[src/rtl/rob_multi_commit.sv]
// Reorder buffer with NUM_WB writeback ports and up to COMMIT_WIDTH
// in-order retirements per cycle; an excepting head flushes and halts.
module rob_multi_commit #(
    parameter int ROB_ADDR_SIZE     = 4,
    parameter int DEST_ADDR_SIZE    = 5,
    parameter int INS_TYPE_SIZE     = 2,
    parameter int EXCEPTION_ID_SIZE = 4,
    parameter int DATA_WIDTH        = 32,
    parameter int NUM_WB            = 2,
    parameter int COMMIT_WIDTH      = 2
) (
    input  logic                                  clk,
    input  logic                                  reset,
    input  logic                                  alloc_valid,
    input  logic [DEST_ADDR_SIZE-1:0]             alloc_dest_addr,
    input  logic [INS_TYPE_SIZE-1:0]              alloc_ins_type,
    input  logic [EXCEPTION_ID_SIZE-1:0]          alloc_exception,
    output logic                                  alloc_ready,
    output logic [ROB_ADDR_SIZE-1:0]              alloc_id,
    input  logic [NUM_WB-1:0]                     wb_valid,
    input  logic [NUM_WB*ROB_ADDR_SIZE-1:0]       wb_rob_id,
    input  logic [NUM_WB*DATA_WIDTH-1:0]          wb_data,
    input  logic [NUM_WB*EXCEPTION_ID_SIZE-1:0]   wb_exception,
    output logic [COMMIT_WIDTH-1:0]               commit_valid,
    output logic [COMMIT_WIDTH*INS_TYPE_SIZE-1:0] commit_ins_type,
    output logic [COMMIT_WIDTH*DEST_ADDR_SIZE-1:0] commit_dest_addr,
    output logic [COMMIT_WIDTH*DATA_WIDTH-1:0]    commit_data,
    output logic [ROB_ADDR_SIZE:0]                count,
    output logic                                  empty,
    output logic                                  flush,
    output logic                                  halt,
    output logic [EXCEPTION_ID_SIZE-1:0]          exception_code,
    output logic [ROB_ADDR_SIZE-1:0]              exception_rob_id
);
    localparam int DEPTH = 1 << ROB_ADDR_SIZE;
    localparam logic [ROB_ADDR_SIZE:0] FULL = (ROB_ADDR_SIZE+1)'(DEPTH);
    localparam logic [ROB_ADDR_SIZE:0] ONE = (ROB_ADDR_SIZE+1)'(1);

    typedef enum logic { RUN, HALTED } state_t;
    state_t state_q, state_d;

    logic [DEPTH-1:0]             valid_q, fin_q, valid_d, fin_d;
    logic [EXCEPTION_ID_SIZE-1:0] exc_q  [DEPTH];
    logic [DEST_ADDR_SIZE-1:0]    dest_q [DEPTH];
    logic [INS_TYPE_SIZE-1:0]     type_q [DEPTH];
    logic [DATA_WIDTH-1:0]        data_q [DEPTH];
    logic [ROB_ADDR_SIZE-1:0]     head_q, tail_q;
    logic [ROB_ADDR_SIZE:0]       count_q, n_commit;
    logic [ROB_ADDR_SIZE-1:0]     slot_idx [COMMIT_WIDTH];
    logic [ROB_ADDR_SIZE-1:0]     wb_id [NUM_WB];
    logic [COMMIT_WIDTH-1:0]      commit_mask;
    logic                         running, alloc_fire, take_exc, blocked;

    for (genvar p = 0; p < NUM_WB; p++) begin : g_wb
        assign wb_id[p] = wb_rob_id[p*ROB_ADDR_SIZE +: ROB_ADDR_SIZE];
    end

    assign running     = (state_q == RUN);
    assign alloc_ready = running && (count_q != FULL);
    assign alloc_fire  = alloc_valid && alloc_ready;
    assign alloc_id    = tail_q;
    assign count       = count_q;
    assign empty       = (count_q == '0);

    assign take_exc = running && valid_q[head_q] && fin_q[head_q]
                   && (exc_q[head_q] != '0);

    // Commit stops at the first slot that is not ready, so retirement stays in order.
    always_comb begin
        commit_mask = '0;
        n_commit    = '0;
        blocked     = !running;
        for (int i = 0; i < COMMIT_WIDTH; i++) begin
            slot_idx[i] = head_q + ROB_ADDR_SIZE'(i);
            if (!blocked && valid_q[slot_idx[i]] && fin_q[slot_idx[i]]
                && (exc_q[slot_idx[i]] == '0)) begin
                commit_mask[i] = 1'b1;
                n_commit       = n_commit + ONE;
            end else begin
                blocked = 1'b1;
            end
        end
    end

    assign commit_valid = commit_mask;

    for (genvar g = 0; g < COMMIT_WIDTH; g++) begin : g_slot
        assign commit_ins_type[g*INS_TYPE_SIZE +: INS_TYPE_SIZE] =
            type_q[slot_idx[g]];
        assign commit_dest_addr[g*DEST_ADDR_SIZE +: DEST_ADDR_SIZE] =
            dest_q[slot_idx[g]];
        assign commit_data[g*DATA_WIDTH +: DATA_WIDTH] =
            data_q[slot_idx[g]];
    end

    always_comb begin
        valid_d = valid_q;
        fin_d   = fin_q;
        for (int p = 0; p < NUM_WB; p++) begin
            if (wb_valid[p] && valid_q[wb_id[p]]) begin
                fin_d[wb_id[p]] = 1'b1;
            end
        end
        for (int i = 0; i < COMMIT_WIDTH; i++) begin
            if (commit_mask[i]) begin
                valid_d[slot_idx[i]] = 1'b0;
            end
        end
        if (alloc_fire) begin
            valid_d[tail_q] = 1'b1;
            fin_d[tail_q]   = (alloc_exception != '0);
        end
    end

    always_comb begin
        state_d = state_q;
        unique case (state_q)
            RUN:    if (take_exc) state_d = HALTED;
            HALTED: state_d = HALTED;
        endcase
    end

    always_ff @(posedge clk) begin
        if (reset) begin
            state_q          <= RUN;
            valid_q          <= '0;
            fin_q            <= '0;
            head_q           <= '0;
            tail_q           <= '0;
            count_q          <= '0;
            flush            <= 1'b0;
            halt             <= 1'b0;
            exception_code   <= '0;
            exception_rob_id <= '0;
        end else begin
            state_q <= state_d;
            flush   <= take_exc;
            if (take_exc) begin
                valid_q          <= '0;
                head_q           <= '0;
                tail_q           <= '0;
                count_q          <= '0;
                halt             <= 1'b1;
                exception_code   <= exc_q[head_q];
                exception_rob_id <= head_q;
            end else if (running) begin
                valid_q <= valid_d;
                fin_q   <= fin_d;
                head_q  <= head_q + n_commit[ROB_ADDR_SIZE-1:0];
                if (alloc_fire) begin
                    tail_q <= tail_q + ROB_ADDR_SIZE'(1);
                end
                count_q <= count_q + (ROB_ADDR_SIZE+1)'(alloc_fire) - n_commit;
            end
        end
    end

    // Payload needs no reset: it is only observed through valid entries.
    // Later ports overwrite earlier ones, so the highest index wins.
    always_ff @(posedge clk) begin
        if (alloc_fire) begin
            dest_q[tail_q] <= alloc_dest_addr;
            type_q[tail_q] <= alloc_ins_type;
            exc_q[tail_q]  <= alloc_exception;
        end
        for (int p = 0; p < NUM_WB; p++) begin
            if (running && wb_valid[p] && valid_q[wb_id[p]]) begin
                data_q[wb_id[p]] <= wb_data[p*DATA_WIDTH +: DATA_WIDTH];
                exc_q[wb_id[p]]  <=
                    wb_exception[p*EXCEPTION_ID_SIZE +: EXCEPTION_ID_SIZE];
            end
        end
    end
endmodule

[config.mk]
export PLATFORM = sky130hd
export DESIGN_NAME = rob_multi_commit
export DESIGN_NICKNAME = d
export VERILOG_FILES = /design/src/rtl/rob_multi_commit.sv
export SDC_FILE = /design/constraint.sdc
export NUM_CORES = 1
export LEC_CHECK = 0
export ABC_AREA = 1
export CAP_MARGIN = 20
export CELL_PAD_IN_SITES_DETAIL_PLACEMENT = 1
export CELL_PAD_IN_SITES_GLOBAL_PLACEMENT = 1
export CORE_ASPECT_RATIO = 1.2
export CORE_MARGIN = 2
export CORE_UTILIZATION = 30
export DETAILED_ROUTE_END_ITERATION = 6
export PLACE_DENSITY = 0.55
export SETUP_SLACK_MARGIN = 0.4
export SLEW_MARGIN = 20
export SYNTH_ARGS = -nofsm -noshare
export SYNTH_HDL_FRONTEND = slang
export SYNTH_SLANG_ARGS = --single-unit
[constraint.sdc]
create_clock -name clk -period 5.8 [get_ports clk]
set_input_delay 1.45 -clock clk [delete_from_list [all_inputs] [get_ports clk]]
set_output_delay 1.45 -clock clk [all_outputs]
set_load 0.01 [all_outputs]
==> results of run 1 <==
-- area by class of cell --
| type | count | area share, % |
|---|---|---|
| clock buffers | 117 | 4.64 |
| well taps | 1975 | 4.75 |
| inverters | 540 | 4.00 |
| clock inverters | 44 | 0.722 |
| diodes | 2 | 0.00962 |
| flip-flops and latches | 748 | 42.1 |
| multi-input cells | 3930 | 37.1 |
| repair buffers | 316 | 6.73 |
-- power by group through the flow --
stage          sequential, mW  clock (mW)  combinational (mW)
3_3_place_gp             6.47           0                8.34
2_1_floorplan            6.34           0                4.80
4_1_cts                  6.35        5.71                8.48
3_5_place_dp             6.47           0                8.41
5_1_grt                  6.37        5.89                9.33
6_report                 6.36        5.62                8.60
-- cells in the mapped netlist, types with 3 or more instances --
library cell  count
nand2_1        1082
nor2_2            3
o22ai_1          13
nor2_1          321
clkbuf_1        298
clkinv_1          3
edfxtp_1        688
nand4_4           3
nor2_4           15
a21oi_1         627
nor3_4           13
dfxtp_1          60
nand4_1          42
buf_2           104
buf_6            35
inv_1           511
o221ai_1         63
nand3_1         128
nand2_2           5
ha_1             19
nor3_1           14
buf_4            13
a211oi_1          4
or4_1            36
xor2_1            4
inv_2            25
o21ai_0        1290
nand3_2           5
o211ai_1         15
buf_1            75
o21ai_1         190
nand2_4           3
o21ai_2          18
-- critical path, cell delays in order, from the launching register on --
cell	delay, ns
dfxtp_4	0.40
inv_12	0.24
ha_4	0.29
buf_12	0.21
buf_16	0.24
a21oi_1	0.17
nand3_1	0.16
nand2_1	0.26
nand2_1	0.09
nand3_1	0.09
nand2_1	0.10
nor2_1	0.22
clkdlybuf4s50_1	0.62
-- cells by family (layout without fill, tap and decap cells) --
group	count (synthesis)	count (layout)
xor gates and xnor gates	6	6
AOI/OAI and AO/OA	2224	2224
adders and majority gates	21	21
buffers and inverters	1067	1017
other	0	2
and+or+nand+nor	1679	1679
DFF	748	748
-- metal layers --
metal	vias up	routed length [um]
li1	19600	-
met1	21300	90000
met2	1252	101000
met3	268	10500
met4	0	6010
met5	-	0
-- sequential cells by signal, summed over array words and instances, names as in the netlist, 4 cells and up, named ones only --
signal	count
alloc_id	4
count	5
data_q	512
dest_q	80
exc_q	64
exception_code	4
exception_rob_id	4
fin_q	16
head_q	4
type_q	32
valid_q	16
-- what timing repair did --
item	in CTS	in global routing
setup endpoints to repair	24	21
resized for setup	5	14
cloned	0	2
setup buffers	1	1
-- placed cells by master (no fill, tap or decap), drive strengths merged, types with 4 or more instances in the layout --
cell,netlist,final
o211ai,15,15
dfxtp,60,60
clkinv,4,46
bufinv,0,5
nor2,339,339
o21ai,1498,1498
buf,229,118
ha,19,19
nand4,47,47
clkdlybuf4s50,0,196
edfxtp,688,688
clkbuf,298,119
nor3,28,28
o22ai,13,13
xor2,5,5
nand3,134,134
or4,36,36
o221ai,63,63
a21oi,628,628
nand2,1091,1091
inv,536,531
a211oi,4,4
-- per-stage QoR --
step           area, sq um  setup slack [ns]  util, %
2_1_floorplan        45400              1.22        -
3_3_place_gp         49000             0.834     32.6
3_5_place_dp         49100             0.782     32.6
4_1_cts              51900             0.400     34.5
5_1_grt              52000             0.381     34.6
6_report             52000             0.481     34.6
-- worst max-delay path by stage --
stage                                to  slack, ns  cells past startpoint    startpoint
floorplan               commit_data[38]       1.22                     16     head_q[0]
global placement           data_q[4][0]       0.83                     15  wb_rob_id[0]
detailed placement         data_q[4][1]       0.78                     15  wb_rob_id[0]
CTS                 commit_dest_addr[6]       0.40                      9     head_q[0]
global route            commit_valid[1]       0.38                     12     head_q[0]
finish                  commit_valid[1]       0.48                     12     head_q[0]
==> flow_metrics.tcl, run 1 <==
set metrics [dict create \
    status "finished, final reports clean" \
    swShare_pct 41.9 \
    syn_area_per_cell_sq_um 7.90 \
    post-route-period-util_pct 91.7 \
    synth-xor-area-share_pct 0.132 \
    clockPowerShare_pct 27.3 \
    cp_max_fo 63 \
    hp-class "flop to flop" \
    comb_power_share_pct 41.8 \
    cts_hold_buf 0 \
    hold_start "exception_code[3]" \
    yosys-top-cells-area "edfxtp_1 46%, o21ai_0 14%, nand2_1 8.9%" \
    synth_top_flop_cell "edfxtp_1" \
    dr.first_iter.drc_count 3908 \
    use_met1_pct 33.9 \
    cellLeakagePower_nw 20.2 \
    start_util_pct 30.2 \
    fin_nets 5743 \
    worstHoldEndpoint "exception_code[3]" \
    powerDensity_nw_per_um2 396 \
    insertion_delay_ns 0.72 \
    finalSetupViolations 0 \
    clkTransAtPathRegs_ns 0.06 \
    io-pin-count 197 \
    antenna_found_initial 7 \
    synth.distinct_cells 48 \
    synth_compound_area_share_pct 25.4 \
    gp_congestion 0.852 \
    path_class "flop to output port" \
    finalClockSkew_ns 0.0317 \
    async_flop_share_pct 0 \
    fmax_mhz 188 \
    synth-simple-area-share_pct 15.8 \
    synth_area_sq_um 45400 \
    synthCells 5745 \
    p_total_mw 20.6 \
    yosysSeqAreaShare_pct 48.2 \
    whs_ns 0.460 \
    reg2reg_depth 26 \
    cp-start-kind "flop" \
    rsz0062_at_grt "yes" \
    synth_mux_area_share_pct 0 \
    drt_wl_total_um 207000 \
    tns_ns 0 \
    nFillCells 17800 \
    tightest_slew_ns 1.13 \
    via_per_inst 5.53 \
    synth_fa_ha_area_share_pct 0.612 \
    stdcell_count 7672 \
    die_w_um 359 \
    hold_depth 2 \
    busiest_layer "met2" \
    multi_input_area_sq_um 19300 \
    regArea_sq_um 21900 \
    port_buffers 196 \
    grt_first_pass_wirelength_um 297000 \
    synth-edff-count 688 \
    cts_tree "yes" \
    grtUsageMet2_pct 44.9 \
    pwr-share-seq_pct 30.9 \
    synth_top_area_share_pct 45.5 \
    cts-root-buf "clkbuf_16" \
    std_cell_rows 156 \
    rr_endpoint "count[4]" \
    vias 42400 \
    rr_startpoint "head_q[0]" \
    cp.arrival_ns 3.87 \
    synth_top_family_by_area "compound AO/OA/AOI/OAI gates" \
    avgRoutedWirePerCell_um 27.0 \
    clk_path_buf_depth 3 \
    grt_max_degree 235 \
    yosys.area.top_type "edfxtp_1" \
    crit_required_ns 4.35 \
    dr.pass1.iters 7 \
    synth-seq-cells 748 \
    maxSlewHeadroom_pct 24.1 \
    die-area_sq_um 154000 \
    dp_cells 7505 \
    grt_usage_pct 26.0 \
    reg2reg_slack_ns 1.20 \
    grt_pass1_vias 42600 \
    ant_nets 0 \
    drv_cap 0 \
    die_y_um 430 \
    finalHoldViolations 0 \
    irDropWorstVdd_mv 0.317 \
    htreeDepth 3 \
    place_hpwl_um 124000 \
    switching_power_mw 8.62 \
    gr-total-overflow 0 \
    intPower_mw 12.0 \
    drive_above_1_share_pct 6.67 \
    syn_nets 5862 \
    grt_use_met3_pct 2.80 \
    cp-end-kind "output port" \
    drc 0 \
    finalMaxSlewViolations 0 \
    cts_buffers 90 \
    area_growth_syn_to_layout_pct 14.6 \
    synth-warning-count 0 \
    core_sq_um 150000 \
    clkSinkCount 748 \
    min_period_ns 5.32 \
]
No activity file was read; power rests on OpenSTA's default activity.
==> run 2, diff against run 1 <==
CTS_BUF_LIST = sky130_fd_sc_hd__clkbuf_8   (was default)
RECOVER_POWER = 25   (was default)
==> run 2 against run 1 <==
The run now ends with max-capacitance violations, max-slew violations left. Total power is 0.95% lower. Utilization is 0.10 points lower. Sequential share of layout area is 0.13 points higher. Fmax is 1.6% lower. Sequential cell count stayed put. Worst setup slack worse by 0.084 ns. Critical endpoint is now commit_valid[0]. Largest cell class unchanged. Largest power group unchanged.
==> flow_metrics.tcl, run 2 (synthesis results as in run 1) <==
set metrics [dict create \
    status "complete, but fails checks" \
    violations "max-capacitance violations, max-slew violations" \
    wl_met3_um 11300 \
    htreeDepth 4 \
    largest_register_ffs 512 \
    reg2reg_depth 6 \
    drive_above_1_share_pct 7.29 \
    cts_buffers 144 \
    multi_input_area_sq_um 19000 \
    cp_num_buf_inv 2 \
    die_w_um 359 \
    cp-start-kind "flop" \
    hold_depth 2 \
    worstHoldEndpoint "exception_code[3]" \
    core_sq_um 150000 \
    cp_max_fo 40 \
    gp_congestion 0.852 \
    rsz0062_at_grt "yes" \
    fmax_mhz 185 \
    finalMaxSlewViolations 211 \
    drc 0 \
    area_growth_syn_to_layout_pct 14.3 \
    start_util_pct 30.2 \
    crit_required_ns 4.35 \
    io-pin-count 197 \
    maxSlewHeadroom_pct -44.1 \
    finalClockSkew_ns 0.0332 \
    ant_nets 0 \
    grt_first_pass_wirelength_um 303000 \
    post-route-period-util_pct 93.1 \
    path_class "flop to output port" \
    fin_util_pct 34.5 \
    reg2reg_slack_ns 1.03 \
    via_per_inst 5.53 \
    rr_startpoint "state_q" \
    path_cells "inv_6, o21ai_1, nand3_1, nand3_1, nand2_1, nor2_4, nand2_1, nor2_4, clkdlybuf4s50_1" \
    fin_nets 5821 \
    place_hpwl_um 124000 \
    final_common_cell "o21ai_0" \
    die_y_um 430 \
    powerDensity_nw_per_um2 393 \
    avgRoutedWirePerCell_um 27.3 \
    dpl_cell_area_sq_um 49100 \
    clkTransAtPathRegs_ns 0.06 \
    dp_cells 7505 \
    tightest_slew_ns 2.16 \
    drt_wl_total_um 213000 \
    highest_layer "met4" \
    regArea_sq_um 21900 \
    min_period_ns 5.40 \
    dr.pass1.iters 5 \
    clkSinkCount 748 \
    irDropWorstVdd_mv 0.294 \
    hold_start "exception_code[3]" \
    wirelength_met1_um 91500 \
    clk_path_buf_depth 3 \
    finalSetupViolations 0 \
    grt_max_degree 235 \
    insertion_delay_ns 0.89 \
    drv_cap 5 \
    finalHoldViolations 0 \
    grt_pass1_vias 43300 \
    hp-class "flop to flop" \
    die-area_sq_um 154000 \
    cp_slowest_cell "dfxtp_4" \
    cts_tree "yes" \
    cellLeakagePower_nw 20.5 \
    rr_endpoint "data_q[0][8]" \
    nFillCells 17900 \
    final_cell_mix "1345 x o21ai_0, 1074 x nand2_1, 688 x edfxtp_1" \
    std_cell_rows 156 \
    crit_path_max_incr_delay_ns 0.58 \
    antenna_found_initial 8 \
    critical_path.top_delay_family "simple AND/OR/NAND/NOR gates" \
    grt_usage_pct 26.6 \
    cp.arrival_ns 3.95 \
    vias 43100 \
    dr.first_iter.drc_count 3688 \
    tns_ns 0 \
    cp-end-kind "output port" \
    met2_length_um 103000 \
    final_area_sq_um 51900 \
    cts-root-buf "clkbuf_8" \
    port_buffers 196 \
    gr-total-overflow 0 \
    stdcell_count 7798 \
]
run 2: changes by cell type in the layout (fill, tap and decap cells not counted), moves of 7 or more:
| cell | before | now |
|---|---|---|
| clkbuf_8 | 2 | 147 |
| clkbuf_16 | 94 | 3 |
| o21ai_0 | 1290 | 1345 |
| o21ai_1 | 190 | 137 |
| inv_1 | 508 | 557 |
| clkdlybuf4s50_1 | 196 | 161 |
| dlygate4sd3_1 | 0 | 28 |
| clkinv_1 | 18 | 38 |
| clkbuf_1 | 23 | 4 |
| nand2_1 | 1065 | 1074 |
| nor3_1 | 14 | 23 |
| nor3_4 | 13 | 4 |
| buf_16 | 6 | 13 |
run 2: repair_timing:
item	in CTS	in global routing
hold buffers	0	0
gates cloned	7	3
setup endpoints to repair	68	45
pin swaps	1	3
gates resized for setup	36	18
buffers inserted	9	9
run 2: area by class of cell:
class | instances | area share (%)
timing repair buffer | 340 | 7.49
inverter | 540 | 4.05
sequential | 748 | 42.2
clock buffer | 147 | 3.90
multi-input combinational | 3930 | 36.6
antenna | 5 | 0.0241
clock inverter | 113 | 0.972
tap | 1975 | 4.76
run 2: stage by stage:
stage          power (mW)  hold WS [ns]  setup WS [ns]
5_1_grt              21.4         0.474          0.254
4_1_cts              20.4         0.458          0.297
3_5_place_dp         14.9         0.453          0.782
3_3_place_gp         14.8         0.442          0.834
6_report             20.4         0.455          0.398
2_1_floorplan        11.1         0.444           1.22
run 2: how the worst max path moves through the flow:
stage / from / end / slack (ns) / depth (start not counted)
CTS: flop / commit_dest_addr[0] / 0.30 / 7
detailed placement: wb_rob_id[0] / data_q[4][1] / 0.78 / 15
global route: wb_rob_id[0] / data_q[8][4] / 0.25 / 15
floorplan: head_q[0] / commit_data[38] / 1.22 / 16
global placement: wb_rob_id[0] / data_q[4][0] / 0.83 / 15
finish: flop / commit_valid[0] / 0.40 / 9
run 2: power breakdown:
group	internal, mW	leakage [nW]	switching, mW
sequential	6.11	6.68	0.247
clock	2.36	1.46	2.56
combinational	2.98	12.3	6.12
total	11.5	20.5	8.93
run 2: worst reg2reg max path, stage by stage, from the launching register on:
cell and delay (ns):
dfxtp_1 0.33, clkbuf_2 0.71, inv_1 0.23, buf_4 0.46, nand3_1 1.34, nand2_4 0.99
buf_12 0.34
run 2: metal layers:
metal	GRT usage, %	up-vias
met4	8.88	0
met1	34.5	21600
met2	45.3	1397
li1	-	19700
met5	0	-
met3	3.72	355
